**src/rtl/servant_uart_tx_ctrl.sv**
```systemverilog
// Wishbone-slave 8N1 UART transmitter with a byte queue. Build with SERVANT_UART_TX_FIFO_EN
// for a 2^FIFO_AW-entry FIFO; without it the queue is a single holding register.
module servant_uart_tx_ctrl #(
  parameter int BAUD_DIV = 1736,
  parameter int FIFO_AW  = 3
) (
  input  logic        wb_clk,
  input  logic        wb_rst,
  input  logic        i_wb_adr,
  input  logic [31:0] i_wb_dat,
  input  logic        i_wb_we,
  input  logic        i_wb_stb,
  output logic [31:0] o_wb_rdt,
  output logic        o_wb_ack,
  output logic        o_tx,
  output logic        o_busy,
  output logic [1:0]  o_dbg_state
);

  typedef enum logic [1:0] {
    S_IDLE  = 2'd0,
    S_START = 2'd1,
    S_DATA  = 2'd2,
    S_STOP  = 2'd3
  } state_t;

  localparam logic [15:0] BAUD_LOAD = 16'(BAUD_DIV - 1);

  state_t      r_state, w_state_nxt;
  logic [15:0] r_cnt, w_cnt_nxt;
  logic [7:0]  r_shift, w_shift_nxt;
  logic [2:0]  r_bit, w_bit_nxt;
  logic        r_tx, w_tx_nxt;
  logic        r_busy;
  logic        r_ack, r_held, r_ovf;
  logic [31:0] r_rdt;

  logic        w_req, w_wr_data, w_wr_stat, w_rd_stat;
  logic        w_push, w_pop, w_full, w_empty, w_empty_nxt, w_bit_end;
  logic [7:0]  w_head;
  logic        w_unused;

  // Handshake: a request is a stb sampled while no ack is in flight and the previous
  // request's stb has been released; it is acked exactly one cycle later, once.
  assign w_req     = i_wb_stb & ~r_ack & ~r_held;
  assign w_wr_data = w_req & i_wb_we & ~i_wb_adr;
  assign w_wr_stat = w_req & i_wb_we & i_wb_adr;
  assign w_rd_stat = w_req & ~i_wb_we & i_wb_adr;
  assign w_push    = w_wr_data & ~w_full;
  assign w_bit_end = (r_cnt == 16'd0);
  assign w_unused  = ^{i_wb_dat[31:8], i_wb_dat[1:0]};

`ifdef SERVANT_UART_TX_FIFO_EN
  localparam int DEPTH = 1 << FIFO_AW;

  logic [7:0]       r_mem [DEPTH];
  logic [FIFO_AW:0] r_wptr, r_rptr, w_wptr_nxt, w_rptr_nxt;

  assign w_full     = (r_wptr[FIFO_AW] != r_rptr[FIFO_AW]) &&
                      (r_wptr[FIFO_AW-1:0] == r_rptr[FIFO_AW-1:0]);
  assign w_empty    = (r_wptr == r_rptr);
  assign w_head     = r_mem[r_rptr[FIFO_AW-1:0]];
  assign w_wptr_nxt = r_wptr + {{FIFO_AW{1'b0}}, w_push};
  assign w_rptr_nxt = r_rptr + {{FIFO_AW{1'b0}}, w_pop};
  assign w_empty_nxt = (w_wptr_nxt == w_rptr_nxt);

  always_ff @(posedge wb_clk) begin
    if (wb_rst) begin
      r_wptr <= '0;
      r_rptr <= '0;
    end else begin
      r_wptr <= w_wptr_nxt;
      r_rptr <= w_rptr_nxt;
    end
  end

  always_ff @(posedge wb_clk) begin
    if (w_push) r_mem[r_wptr[FIFO_AW-1:0]] <= i_wb_dat[7:0];
  end
`else
  localparam int unused_fifo_aw = FIFO_AW;

  logic       r_hold_vld;
  logic [7:0] r_hold;

  assign w_full      = r_hold_vld;
  assign w_empty     = ~r_hold_vld;
  assign w_head      = r_hold;
  assign w_empty_nxt = ~((r_hold_vld & ~w_pop) | w_push);

  always_ff @(posedge wb_clk) begin
    if (wb_rst) begin
      r_hold_vld <= 1'b0;
      r_hold     <= 8'd0;
    end else begin
      r_hold_vld <= (r_hold_vld & ~w_pop) | w_push;
      if (w_push) r_hold <= i_wb_dat[7:0];
    end
  end
`endif

  always_comb begin
    w_state_nxt = r_state;
    w_cnt_nxt   = r_cnt;
    w_shift_nxt = r_shift;
    w_bit_nxt   = r_bit;
    w_pop       = 1'b0;
    w_tx_nxt    = 1'b1;
    case (r_state)
      S_IDLE: begin
        if (!w_empty) begin
          w_pop       = 1'b1;
          w_shift_nxt = w_head;
          w_cnt_nxt   = BAUD_LOAD;
          w_state_nxt = S_START;
        end
      end
      S_START: begin
        if (w_bit_end) begin
          w_bit_nxt   = 3'd0;
          w_cnt_nxt   = BAUD_LOAD;
          w_state_nxt = S_DATA;
        end else begin
          w_cnt_nxt = r_cnt - 16'd1;
        end
      end
      S_DATA: begin
        if (w_bit_end) begin
          w_cnt_nxt   = BAUD_LOAD;
          w_shift_nxt = {1'b0, r_shift[7:1]};
          if (r_bit == 3'd7) w_state_nxt = S_STOP;
          else               w_bit_nxt   = r_bit + 3'd1;
        end else begin
          w_cnt_nxt = r_cnt - 16'd1;
        end
      end
      S_STOP: begin
        // Chaining straight into START keeps back-to-back frames gapless.
        if (w_bit_end) begin
          if (!w_empty) begin
            w_pop       = 1'b1;
            w_shift_nxt = w_head;
            w_cnt_nxt   = BAUD_LOAD;
            w_state_nxt = S_START;
          end else begin
            w_state_nxt = S_IDLE;
          end
        end else begin
          w_cnt_nxt = r_cnt - 16'd1;
        end
      end
      default: w_state_nxt = S_IDLE;
    endcase
    if (w_state_nxt == S_START)     w_tx_nxt = 1'b0;
    else if (w_state_nxt == S_DATA) w_tx_nxt = w_shift_nxt[0];
  end

  always_ff @(posedge wb_clk) begin
    if (wb_rst) begin
      r_state <= S_IDLE;
      r_cnt   <= 16'd0;
      r_shift <= 8'd0;
      r_bit   <= 3'd0;
      r_tx    <= 1'b1;
      r_busy  <= 1'b0;
      r_ack   <= 1'b0;
      r_held  <= 1'b0;
      r_rdt   <= 32'd0;
      r_ovf   <= 1'b0;
    end else begin
      r_state <= w_state_nxt;
      r_cnt   <= w_cnt_nxt;
      r_shift <= w_shift_nxt;
      r_bit   <= w_bit_nxt;
      r_tx    <= w_tx_nxt;
      r_busy  <= (w_state_nxt != S_IDLE) | ~w_empty_nxt;
      r_ack   <= w_req;
      r_held  <= i_wb_stb & (r_held | r_ack);
      r_rdt   <= w_rd_stat ? {29'd0, r_ovf, w_full, r_busy} : 32'd0;
      if (w_wr_data & w_full)              r_ovf <= 1'b1;
      else if (w_wr_stat & i_wb_dat[2])    r_ovf <= 1'b0;
    end
  end

  assign o_wb_rdt    = r_rdt;
  assign o_wb_ack    = r_ack;
  assign o_tx        = r_tx;
  assign o_busy      = r_busy;
  assign o_dbg_state = r_state;

endmodule

```
**config.mk**
```make
export PLATFORM = sky130hd
export DESIGN_NAME = servant_uart_tx_ctrl
export DESIGN_NICKNAME = d
export VERILOG_FILES = /design/src/rtl/servant_uart_tx_ctrl.sv
export SDC_FILE = /design/constraint.sdc
export NUM_CORES = 1
export LEC_CHECK = 0
export ABC_CLOCK_PERIOD_IN_PS = 3000
export BUFFER_PORTS_ARGS = -buffer_cell sky130_fd_sc_hd__clkbuf_2
export CAP_MARGIN = 20
export CORE_MARGIN = 2
export CORE_UTILIZATION = 53
export DETAILED_ROUTE_END_ITERATION = 10
export PLACE_DENSITY_LB_ADDON = 0.12
export SLEW_MARGIN = 25
export SYNTH_ARGS = -nofsm -noshare
export SYNTH_HDL_FRONTEND = slang
export SYNTH_SLANG_ARGS = --single-unit
```
**constraint.sdc**
```tcl
create_clock -name wb_clk -period 3 [get_ports wb_clk]
set_clock_uncertainty 0.1 [all_clocks]
set_input_delay 0.15 -clock wb_clk [delete_from_list [all_inputs] [get_ports wb_clk]]
set_output_delay 0.15 -clock wb_clk [all_outputs]
set_load 0.02 [all_outputs]
```
# After elaboration in Yosys (flattened, before gate mapping)
# Index checks and enable logic that the tools add are counted.
dict set report word_totals {
  regBits 75
  latchBits 0
  ram_bits 0
  rom_bits 0
  in_bits 37
  out_inout_bits 37
  elab_cells 84
  n_memories 0
}
dict set report op_classes {
  add_sub_neg 2
  multipliers 0
  div 0
  magnitude_cmp 0
  n_eq_ne 10
  shift 0
  n_mux 26
  n_bitwise 22
  reduce_logical 10
}
# operator count
set ops {}
lappend ops {{2-to-1 mux 16 bit} 3}
lappend ops {{case mux 16 bit (3 select lines)} 1}
lappend ops {{2-to-1 mux 8 bit} 3}
lappend ops {{case mux 8 bit (3 select lines)} 1}
lappend ops {{zero test 16 bit} 1}
lappend ops {{subtractor 16 x 1 -> 16 bit (second input constant)} 1}
lappend ops {{AND 1 bit} 12}
lappend ops {{2-to-1 mux 2 bit} 5}
lappend ops {{2-to-1 mux 3 bit} 3}
lappend ops {{!= test 2 bit (second input constant)} 4}
lappend ops {{case mux 2 bit (4 select lines)} 1}
lappend ops {{2-to-1 mux 1 bit} 7}
lappend ops {{NOT 1 bit} 7}
lappend ops {{equality test 2 bit (second input constant)} 3}
lappend ops {{case mux 3 bit (2 select lines)} 1}
lappend ops {{nonzero test 2 bit} 3}
lappend ops {{equality test 2 x 1 -> 1 bit (second input constant)} 2}
lappend ops {{AND reduction 4 bit} 1}
lappend ops {{OR reduction 2 bit} 2}
lappend ops {{adder 3 x 1 -> 3 bit (second input constant)} 1}
lappend ops {{equality test 3 bit (second input constant)} 1}
lappend ops {{bitwise OR 1 bit} 3}
lappend ops {{AND reduction 3 bit} 1}
lappend ops {{nonzero test 3 bit} 1}
lappend ops {{other kinds (2)} 2}

# Logic depth before layout (Yosys ltp)
# Gate-level depths: netlist of run 1.
dict set report logic_depth {
  word_depth 8
  depth_mapped 10
  depth_no_buf 8
}

# Least setup slack after synthesis of run 1
# OpenSTA, ideal clock, no wires.
dict set report synth_path {
  path_type {register -> register}
  start {reg r_state[1], in the netlist o_dbg_state[1]}
  end {reg r_cnt[12]}
  setup_time_ns 0.071
  arrival_time_ns 2.022
  required_ns 2.829
  slack_ns 0.807
  stages_incl_launch_ff 7
  n_path_buf 1
  synth_period_minus_slack_ns 2.193
  path_cell_list {dfxtp_1 -> ha_1 -> clkbuf_1 -> nor2_1 -> nor2_1 -> or4b_1 -> a21oi_1}
}
dict set report synth_between {
  elab_chain_cells 3
  elab_cells_between_ends 6
  cone_classes {eq/ne: 3; mux: 1; reduce/logical: 2}
}
# element line_no
set synth_rtl {}
lappend synth_rtl {{from (decl)} 29} ;# state_t r_state, w_state_nxt;
lappend synth_rtl {{from (signal assigned)} 171} ;# r_state <= w_state_nxt;
lappend synth_rtl {{equality test 2 bit or equality test 2 x 1 -> 1 bit (tied branches)} 109} ;# case (r_state)
lappend synth_rtl {{OR reduction 2 bit (no line)} n/a}
lappend synth_rtl {{case mux 16 bit (3 select lines) *} 109}
lappend synth_rtl {{to (signal assigned)} 172} ;# r_cnt <= w_cnt_nxt;
lappend synth_rtl {{to (decl)} 30} ;# logic [15:0] r_cnt, w_cnt_nxt;
# Mark *: on every way between the ends. The rest lies on a longest branch, timed or not.
# A chain may end at the register's enable or synchronous reset.

# Worst setup path in the final report of run 1
dict set report layout_path {
  start {reg r_cnt[0]}
  end {reg r_tx, in the netlist o_tx}
}
dict set report layout_between {
  elab_chain_cells 6
  elab_cells_between_ends 12
  cone_classes {eq/ne: 2; mux: 9; reduce/logical: 1}
}
# element line_no
set layout_rtl {}
lappend layout_rtl {{zero test 16 bit *} 50} ;# assign w_bit_end = (r_cnt == 16'd0);
lappend layout_rtl {{2-to-1 mux 2 bit (on tied branches)} {139, 119, 128}}
lappend layout_rtl {{case mux 2 bit (4 select lines)} 109}
lappend layout_rtl {{equality test 2 bit} 155} ;# else if (w_state_nxt == S_DATA) w_tx_nxt = w_shift_nxt[0];
lappend layout_rtl {{2-to-1 mux 1 bit} 155}
lappend layout_rtl {{2-to-1 mux 1 bit *} 154} ;# if (w_state_nxt == S_START) w_tx_nxt = 1'b0;
lappend layout_rtl {{to (signal assigned)} 175} ;# r_tx <= w_tx_nxt;
lappend layout_rtl {{to (decl)} 33} ;# logic r_tx, w_tx_nxt;
# Mark *: on every way between the ends. The rest lies on a longest branch, timed or not. The select of a mux whose other input is x is not followed.

==> results.py, run 1 <==
metrics = {
    "floorplan": {
        "start_util": 0.5451,
        "die_x_um": 76.25,
        "fp.dieArea_um2": 5813,
        "core_um2": 5075,
        "die_height_um": 76.25,
        "io_pins": 74,
        "rows": 26,
    },
    "placed_design": {
        "gp_congestion": 0.8753,
        "port_buffers": 20,
        "hpwl_mm": 4.170,
    },
    "synth": {
        "ys_seq_area_frac": 0.3329,
        "avgSynthCellArea_um2": 8.754,
        "synth_flop_cell": "dfxtp_1",
        "synthTopCellsByArea": "dfxtp_1, buf_4, nor2_1",
        "netlist_instances": 316,
        "synth-edff-count": 0,
        "ys_ff_latch": 46,
        "async_reset_ff_frac": 0,
        "synth_cell_types": 57,
        "yosysMostFrequentCell": "dfxtp_1",
        "syn_area_um2": 2766,
        "ys_top_cells_by_count": "dfxtp_1, nor2_1, buf_4",
        "ys_warn_count": 0,
        "synth_top_area_share": 0.3329,
        "yosysTopAreaCell": "dfxtp_1",
    },
    "timing": {
        "finalCriticalPeriod_ns": 2.462,
        "fmax_ghz": 0.4062,
        "slew_violations": 0,
        "timing.final.crit_share": 0.8207,
        "slew_headroom": 0.6493,
        "rsz0062_at_grt": "no",
        "worstMarginPinSlew_ns": 0.5248,
        "finalSetupViolCount": 0,
        "finalSetupTns_ns": 0,
        "final_hold_viol_count": 0,
    },
    "setup_path": {
        "slowest_delay_ns": 0.49,
        "crit_type": "flop to flop",
        "critPathLaunchType": "flop",
        "cp-end-kind": "flop",
        "cp_max_fo": 9,
        "crit_family": "simple AND/OR/NAND/NOR gates",
        "critPathArrivalTime_ns": 2.60,
        "cpMaxStageDelayCell": "or4b_4",
        "worst_ep_required_time_ns": 3.14,
        "crit_chain": "inv_1 > ha_1 > or4b_4 > nor4_2 > a31o_1 > a21oi_2 > and3_1 > o21ai_1",
        "timing.critical_path.buf_inv": 1,
    },
    "pwr": {
        "vdd_ir_drop_max_mv": 0.2283,
        "powerDensity_nw_per_um2": 443.7,
        "p_sw_frac": 0.3146,
        "p_seq_frac": 0.481,
        "comb_power_share": 0.233,
        "intPower_uw": 909.1,
        "pwr-share-clk": 0.286,
        "switching_power_uw": 417.3,
        "total_power_uw": 1326,
        "p_leak_uw": 0.001283,
    },
    "global_routing": {
        "grt_max_degree": 36,
        "antenna_found_initial": 0,
        "grt_first_pass_wirelength_mm": 10.06,
        "overflow": 0,
        "grt_use_met3": 0.04265,
        "grt_usage": 0.2100,
        "grt_pass1_vias": 2226,
        "grt.busiest_layer": "met2",
        "use_met2": 0.3770,
        "met1_usage": 0.2521,
    },
    "cells_and_area": {
        "drive_above_1_share": 0.1808,
        "antennaDiodeCount": 0,
        "fin_util": 0.5890,
        "area_growth_pct": 8.051,
        "nets": 388,
    },
    "route": {
        "drtIter0Drc": 89,
        "via_count": 2275,
        "drtAntennaViolNets": 0,
        "drc": 0,
        "via_per_inst": 5.508,
        "routed_wl_mm": 5.886,
        "routedWlPerCell_um": 14.25,
        "firstDrtPassIters": 4,
    },
    "clock_tree": {
        "postCtsSetupBuffers": 0,
        "htreeDepth": 2,
        "cts-root-buf": "clkbuf_8",
        "path_clk_slew_ns": 0.09,
        "clock_latency_ns": 0.30,
        "clock_path_buffers": 2,
        "cts_resized": 0,
        "cts_tree": "yes",
        "numClockSinks": 46,
        "cts-buffers-inserted": 5,
        "postCtsHoldBufs": 9,
    },
    "outcome": {
        "status": "completed",
    },
    "min_path": {
        "min_path_type": "input port to flop",
    },
    "run": {
        "timing.max_cap.violations": 0,
    },
}
## tightest hold or removal path, cell delays in order
cell      delay (ns)
clkbuf_2        0.10
nor2_1          0.05
a21oi_1         0.11
nor2_1          0.04
## kinds of logic after synthesis
| group | share of synthesized area |
|---|---|
| AND/OR/NAND/NOR | 0.2053 |
| AO/OA/AOI/OAI | 0.2085 |
| other | 0.001356 |
| buffers and inverters | 0.1262 |
| flip-flops | 0.3329 |
| multiplexers | 0.07553 |
| XOR/XNOR | 0.009500 |
| adder cells (fa/ha/maj) | 0.04071 |
## cell type report
class	count	area, um^2
clock inverters	3	18.77
clock buffers	5	68.82
repair buffers	37	250.2
multi-input cells	241	1602
inverters	11	41.29
flip-flops and latches	46	920.9
well taps	70	87.58
fillers	503	2086
## per-stage QoR
stage | hold WS (ns) | cells | cell area [um^2] | setup WS, ns
5_1_grt | 0.1088 | 413 | 2989 | 0.3674
6_report | 0.08428 | 413 | 2989 | 0.5380
3_3_place_gp | 0.2820 | 396 | 2811 | 0.5457
2_1_floorplan | 0.1877 | 344 | 2872 | 0.8068
3_5_place_dp | 0.2878 | 396 | 2811 | 0.5468
4_1_cts | 0.07295 | 413 | 2989 | 0.5131
## worst paths after layout
path,cells after the start,from,slack [ns],endpoint
setup / recovery,8,r_cnt[0]$_SDFF_PP0_,0.54,o_tx$_SDFF_PP1_
hold / removal,4,i_wb_adr,0.08,r_ovf$_SDFFE_PP0P_
setup reg to reg,8,r_cnt[0]$_SDFF_PP0_,0.54,o_tx$_SDFF_PP1_
hold reg to reg,1,r_held$_SDFF_PP0_,0.34,o_wb_ack$_SDFF_PP0_
## cell usage in the layout (no fill, tap or decap), types with 2 or more instances in the layout
| master | count |
|---|---|
| mux2_2 | 7 |
| a41oi_1 | 2 |
| or3_1 | 3 |
| clkbuf_2 | 20 |
| o22ai_1 | 2 |
| and2_1 | 3 |
| clkbuf_8 | 5 |
| a22oi_1 | 10 |
| and3_1 | 2 |
| o221a_2 | 5 |
| ha_1 | 9 |
| buf_4 | 8 |
| a22o_1 | 8 |
| a221oi_1 | 3 |
| nand2b_1 | 5 |
| nor2_1 | 45 |
| xnor2_1 | 3 |
| nor4_1 | 7 |
| dfxtp_1 | 46 |
| a311oi_1 | 3 |
| a21oi_1 | 19 |
| nand2_1 | 11 |
| nor3_1 | 11 |
| dlygate4sd3_1 | 9 |
| mux2i_1 | 13 |
| o21a_1 | 3 |
| o21ai_0 | 8 |
| inv_1 | 11 |
| clkinv_2 | 2 |
| nor3_2 | 3 |
| conb_1 | 29 |
## power by group through the flow
| stage | Combinational [uW] | Sequential [uW] | Clock (uW) |
|---|---|---|---|
| CTS | 307 | 638 | 396 |
| finish | 308 | 638 | 380 |
| global route | 339 | 641 | 420 |
| detailed placement | 297 | 653 | 0 |
| floorplan | 262 | 652 | 0 |
| global placement | 296 | 652 | 0 |
## per-layer routing
metal | vias up | share of wire
met4 | 0 | 0.011
met3 | 6 | 0.033
met1 | 1094 | 0.44
met5 | - | 0
li1 | 1135 | -
met2 | 40 | 0.52
## registers in the layout, summed over array words and instances, names as in the netlist
register and count:
o_busy 1, r_ovf 1, r_cnt 16, r_bit 3, o_tx 1, r_hold 8, o_wb_ack 1, o_wb_rdt 3
r_hold_vld 1, r_held 1, o_dbg_state 2, r_shift 8
Note: power is estimated with default switching activity, not from simulation.
==> run 2, diff against run 1 <==
--- a/config.mk
+++ b/config.mk
@@ -5,7 +5,7 @@
 export SDC_FILE = /design/constraint.sdc
 export NUM_CORES = 1
 export LEC_CHECK = 0
-export ABC_CLOCK_PERIOD_IN_PS = 3000
+export ABC_CLOCK_PERIOD_IN_PS = 2300
 export BUFFER_PORTS_ARGS = -buffer_cell sky130_fd_sc_hd__clkbuf_2
 export CAP_MARGIN = 20
 export CORE_MARGIN = 2
==> constraint.sdc (replaced) <==
create_clock -name wb_clk -period 2.3 [get_ports wb_clk]
set_clock_uncertainty 0.1 [all_clocks]
set_input_delay 0.115 -clock wb_clk [delete_from_list [all_inputs] [get_ports wb_clk]]
set_output_delay 0.115 -clock wb_clk [all_outputs]
set_load 0.02 [all_outputs]
==> run 2 against run 1 <==
Effect of this change: first-iteration DRC count is 10% higher; maximum frequency up 11%; critical path type unchanged; utilization rose by 2.7 points; flip-flop and latch count stayed put; critical endpoint is now r_shift[4]$_SDFFE_PP0P_; clock power grew 33%; hold slack got worse by 0.019 ns; critical path depth up 1; sequential share of layout area shrank 1.3 points; non-clock buffer count grew 13; final area up 4.6%.
==> results.py, run 2 (synthesis results as in run 1) <==
metrics = {
    "route": {
        "routedWlPerCell_um": 14.05,
        "drtAntennaViolNets": 0,
        "drtIter0Drc": 98,
        "routed_wl_mm": 5.987,
        "drc": 0,
        "via_count": 2331,
        "firstDrtPassIters": 4,
        "via_per_inst": 5.472,
    },
    "clock_tree": {
        "clock_path_buffers": 2,
        "cts_tree": "yes",
        "path_clk_slew_ns": 0.09,
        "cts-root-buf": "clkbuf_8",
        "numClockSinks": 46,
        "htreeDepth": 2,
        "cts-buffers-inserted": 5,
        "clock_latency_ns": 0.30,
    },
    "global_routing": {
        "grt_max_degree": 36,
        "grt_usage": 0.2048,
        "antenna_found_initial": 0,
        "overflow": 0,
        "grt_pass1_vias": 2171,
        "grt_first_pass_wirelength_mm": 9.894,
    },
    "timing": {
        "finalCriticalPeriod_ns": 2.222,
        "rsz0062_at_grt": "yes",
        "timing.final.crit_share": 0.9662,
        "final_hold_viol_count": 0,
        "finalSetupTns_ns": 0,
        "finalSetupViolCount": 0,
        "slew_violations": 0,
        "worstMarginPinSlew_ns": 0.5327,
        "fmax_ghz": 0.4500,
        "slew_headroom": 0.6440,
    },
    "placed_design": {
        "place_area_um2": 2894,
        "hpwl_mm": 4.255,
        "port_buffers": 20,
        "gp_congestion": 0.8472,
    },
    "min_path": {
        "min_path_type": "input port to flop",
    },
    "cells_and_area": {
        "layout_common_cells": "nor2_1, dfxtp_1, conb_1",
        "seqCellArea_um2": 923.4,
        "area_growth_pct": 13.03,
        "largest_reg_flops": 16,
        "drive_above_1_share": 0.2331,
        "stdcell_area_um2": 3127,
        "n_fill_cell": 465,
        "antennaDiodeCount": 0,
        "top_register": "r_cnt",
        "fin_util": 0.6161,
        "multi_input_area_um2": 1635,
        "reg_top3": "r_cnt x16, r_hold x8, r_shift x8",
        "nets": 401,
    },
    "setup_path": {
        "critPathArrivalTime_ns": 2.37,
        "cp-end-kind": "flop",
        "crit_type": "flop to flop",
        "worst_ep_required_time_ns": 2.44,
        "critPathLaunchType": "flop",
        "cp_max_fo": 7,
    },
    "floorplan": {
        "die_x_um": 76.25,
        "fp.dieArea_um2": 5813,
        "rows": 26,
        "core_um2": 5075,
        "die_height_um": 76.25,
        "start_util": 0.5451,
        "io_pins": 74,
    },
    "outcome": {
        "status": "completed",
    },
    "pwr": {
        "total_power_uw": 1788,
        "powerDensity_nw_per_um2": 572.0,
        "p_leak_uw": 0.001348,
        "vdd_ir_drop_max_mv": 0.4016,
    },
    "run": {
        "timing.max_cap.violations": 0,
    },
}
-- run 2: per-layer routing --
metal | up-vias | GRT usage | wire length (um)
met4 | 0 | 0.06909 | 90
met5 | - | 0 | 0
met2 | 48 | 0.3531 | 2999
met1 | 1101 | 0.2603 | 2671
li1 | 1173 | - | -
met3 | 9 | 0.03318 | 226
-- run 2: power breakdown --
group	switching [uW]	internal, uW	leakage, uW
Sequential	18.1	815	0.000373
Combinational	257	192	0.000927
Clock	293	214	0.0000483
-- run 2: cell type report --
class                      count  area share
clock buffer                   5     0.02201
clock inverter                 3    0.006002
inverter                      11     0.01321
multi-input combinational    241      0.5230
sequential                    46      0.2953
tap                           70     0.02801
timing repair buffer          50      0.1124
-- run 2: timing repair --
action	in CTS	in global routing
pin swaps	2	12
hold endpoints to repair	10	0
hold buffers	9	0
setup buffers	0	2
endpoints found under the setup margin	7	14
gates resized for setup	1	10
-- run 2: metrics by stage --
stage | setup slack [ns] | hold WS [ns] | instances
final | 0.07783 | 0.06499 | 426
after global routing | -0.04984 | 0.07160 | 426
after CTS | 0.008031 | 0.05986 | 424
after detailed placement | -0.02698 | 0.2536 | 407
after global placement | 0.00008615 | 0.2482 | 407
after floorplan | 0.1068 | 0.1527 | 344
-- run 2: worst paths after layout --
check                                          from                 endpoint  slack (ns)  cells past startpoint
worst min register to register    r_held$_SDFF_PP0_      o_wb_ack$_SDFF_PP0_        0.34                      1
worst max-delay path            r_cnt[1]$_SDFF_PP0_  r_shift[4]$_SDFFE_PP0P_        0.08                      9
worst min-delay path                       i_wb_adr       r_ovf$_SDFFE_PP0P_        0.06                      4
worst max register to register  r_cnt[1]$_SDFF_PP0_  r_shift[4]$_SDFFE_PP0P_        0.08                      9
-- run 2: worst max-delay path: stages (launching register included) --
cell	delay, ns
dfxtp_2	0.33
inv_2	0.07
ha_4	0.13
or4b_4	0.49
nor4_4	0.33
a31o_1	0.26
buf_6	0.15
a22o_1	0.13
a22oi_1	0.06
nor2_1	0.11
==> run 3, diff against run 2 <==
--- a/config.mk
+++ b/config.mk
@@ -5,6 +5,7 @@
 export SDC_FILE = /design/constraint.sdc
 export NUM_CORES = 1
 export LEC_CHECK = 0
+export ABC_AREA = 1
 export ABC_CLOCK_PERIOD_IN_PS = 2300
 export BUFFER_PORTS_ARGS = -buffer_cell sky130_fd_sc_hd__clkbuf_2
 export CAP_MARGIN = 20
==> run 3 against run 2 <==
Effect of this change: register-to-register slack gained 0.43 ns; die area grew 1.6%; power grew 100%; non-clock buffer count shrank 16; final cell count grew 21%; flip-flop and latch count is the same; critical endpoint is now r_cnt[2]$_SDFF_PP0_; maximum frequency grew 24%; synthesized area grew 1.7%; hold slack lost 0.057 ns; wire length is essentially flat.
==> results.py, run 3 <==
metrics = {
    "setup_path": {
        "slowest_delay_ns": 0.33,
        "critPathLaunchType": "flop",
        "timing.critical_path.buf_inv": 1,
        "worst_ep_required_time_ns": 2.40,
        "r2r_slack_ns": 0.51,
        "crit_chain": "inv_1 > ha_1 > nand2_2 > nor2_4 > nand2_4 > o21ai_2 > nand2_1 > o21ai_0 > nor2_1",
        "cpMaxStageDelayCell": "dfxtp_1",
        "crit_family": "simple AND/OR/NAND/NOR gates",
        "cp_max_fo": 10,
        "critPathArrivalTime_ns": 1.88,
        "crit_type": "flop to flop",
        "cp-end-kind": "flop",
    },
    "clock_tree": {
        "cts-buffers-inserted": 5,
        "cts_tree": "yes",
        "clock_path_buffers": 2,
        "htreeDepth": 2,
        "cts_resized": 0,
        "clock_latency_ns": 0.30,
        "cts-root-buf": "clkbuf_8",
        "path_clk_slew_ns": 0.09,
        "numClockSinks": 46,
    },
    "pwr": {
        "powerDensity_nw_per_um2": 1169,
        "p_leak_uw": 0.001456,
        "total_power_uw": 3591,
        "pwr-share-clk": 0.137,
        "vdd_ir_drop_max_mv": 0.5407,
        "intPower_uw": 1799,
        "p_seq_frac": 0.269,
        "comb_power_share": 0.593,
        "switching_power_uw": 1791,
        "p_sw_frac": 0.4989,
    },
    "synth": {
        "synth-edff-count": 0,
        "synth_top_area_share": 0.3273,
        "avgSynthCellArea_um2": 6.863,
        "yosysMostFrequentCell": "nand2_1",
        "synth_flop_cell": "dfxtp_1",
        "syn_area_um2": 2814,
        "ys_ff_latch": 46,
        "ys_seq_area_frac": 0.3273,
        "yosysTopAreaCell": "dfxtp_1",
        "async_reset_ff_frac": 0,
        "netlist_instances": 410,
        "synthTopCellsByArea": "dfxtp_1, nand2_1, buf_4",
        "synth_cell_types": 36,
        "ys_warn_count": 0,
        "ys_top_cells_by_count": "nand2_1, nor2_1, dfxtp_1",
    },
    "global_routing": {
        "antenna_found_initial": 0,
        "grt_first_pass_wirelength_mm": 10.54,
        "grt_usage": 0.2203,
        "grt_pass1_vias": 2345,
        "overflow": 0,
        "grt_max_degree": 20,
    },
    "floorplan": {
        "fp.dieArea_um2": 5908,
        "start_util": 0.5510,
        "rows": 26,
        "die_height_um": 76.87,
        "die_x_um": 76.87,
        "core_um2": 5107,
        "io_pins": 74,
    },
    "placed_design": {
        "port_buffers": 20,
        "place_ws_ns": 0.5186,
        "hpwl_mm": 4.408,
        "gp_congestion": 0.8812,
    },
    "cells_and_area": {
        "reg_top3": "r_cnt x16, r_hold x8, r_shift x8",
        "final_common_cell": "nand2_1",
        "nets": 489,
        "top_register": "r_cnt",
        "largest_reg_flops": 16,
        "antennaDiodeCount": 0,
        "n_fill_cell": 492,
        "multi_input_area_um2": 1594,
        "drive_above_1_share": 0.1599,
        "layout_common_cells": "nand2_1, nor2_1, dfxtp_1",
        "seqCellArea_um2": 920.9,
        "area_growth_pct": 9.204,
    },
    "timing": {
        "finalCriticalPeriod_ns": 1.788,
        "final_hold_viol_count": 0,
        "finalSetupTns_ns": 0,
        "finalSetupViolCount": 0,
        "fin_ws_ns": 0.5123,
        "slew_violations": 0,
        "rsz0062_at_grt": "no",
        "timing.final.crit_share": 0.7772,
        "holdWs_ns": 0.007589,
        "fmax_ghz": 0.5594,
    },
    "route": {
        "routedWlPerCell_um": 11.65,
        "firstDrtPassIters": 5,
        "drtAntennaViolNets": 0,
        "drtIter0Drc": 171,
        "drc": 0,
        "via_per_inst": 4.903,
        "via_count": 2520,
        "routed_wl_mm": 5.990,
    },
    "outcome": {
        "status": "completed",
    },
    "run": {
        "timing.max_cap.violations": 0,
    },
    "min_path": {
        "min_path_type": "input port to flop",
    },
}
[run 3: cell types whose count changed in the layout (fill, tap and decap cells not counted), sizes merged, moves of 12 or more]
cell,before,now
nor3,15,3
mux2i,13,0
nand3,1,24
inv,12,40
nor2,46,65
o21ai,9,34
buf,21,6
nand2,11,107
[run 3: final cells by class]
cell class / instances / area share
multi-input cells: 315 / 0.5187
inverters: 41 / 0.05171
clock inverters: 2 / 0.004479
repair buffers: 34 / 0.07329
well taps: 70 / 0.02850
flip-flops and latches: 46 / 0.2997
clock buffers: 6 / 0.02362
[run 3: worst paths after layout]
path                        from                endpoint  cells past startpoint
max          r_cnt[0]$_SDFF_PP0_     r_cnt[2]$_SDFF_PP0_                      9
min                  i_wb_dat[2]  r_hold[2]$_SDFFE_PP0P_                      3
max reg2reg  r_cnt[0]$_SDFF_PP0_     r_cnt[2]$_SDFF_PP0_                      9
min reg2reg    o_busy$_SDFF_PP0_  o_wb_rdt[0]$_SDFF_PP0_                      2
[run 3: per-layer routing]
layer,up-vias,global-route usage,share of wire
met5,-,0,0
met4,0,0.06000,0.010
met3,6,0.03882,0.040
met2,59,0.3579,0.45
met1,1137,0.3010,0.49
li1,1318,-,-
[run 3: power groups by stage]
stage	Sequential, uW	Combinational (uW)	Clock [uW]
2_1_floorplan	1000	1680	0
5_1_grt	981	2410	536
4_1_cts	965	2130	505
3_5_place_dp	984	2110	0
6_report	967	2130	494
3_3_place_gp	981	2100	0
[run 3: kinds of logic (layout without fill, tap and decap cells)]
family,after synthesis,in the layout,synth area share
flip-flops,46,46,0.3273
buffers and inverters,77,83,0.1436
adder cells (fa/ha/maj),9,9,0.04002
XOR/XNOR,4,4,0.01245
other,1,29,0.001333
AND/OR/NAND/NOR,206,206,0.3295
AO/OA/AOI/OAI,67,67,0.1458
[run 3: per-stage QoR]
step	util	instances	cell area, um^2
after global routing	0.6017	514	3073
after CTS	0.6017	514	3073
after global placement	0.5691	498	2907
after detailed placement	0.5691	498	2907
final	0.6017	514	3073
after floorplan	-	438	2919
[run 3: repair_timing]
action / 4_1_cts / 5_1_grt
setup buffers: 0 / 0
hold buffers: 8 / 0
hold endpoints to repair: 9 / 0
[run 3: worst reg2reg max path: stages (launching register included)]
cell	delay, ns
dfxtp_1	0.33
inv_1	0.09
ha_1	0.21
nand2_2	0.11
nor2_4	0.16
nand2_4	0.13
o21ai_2	0.13
nand2_1	0.17
o21ai_0	0.20
nor2_1	0.06
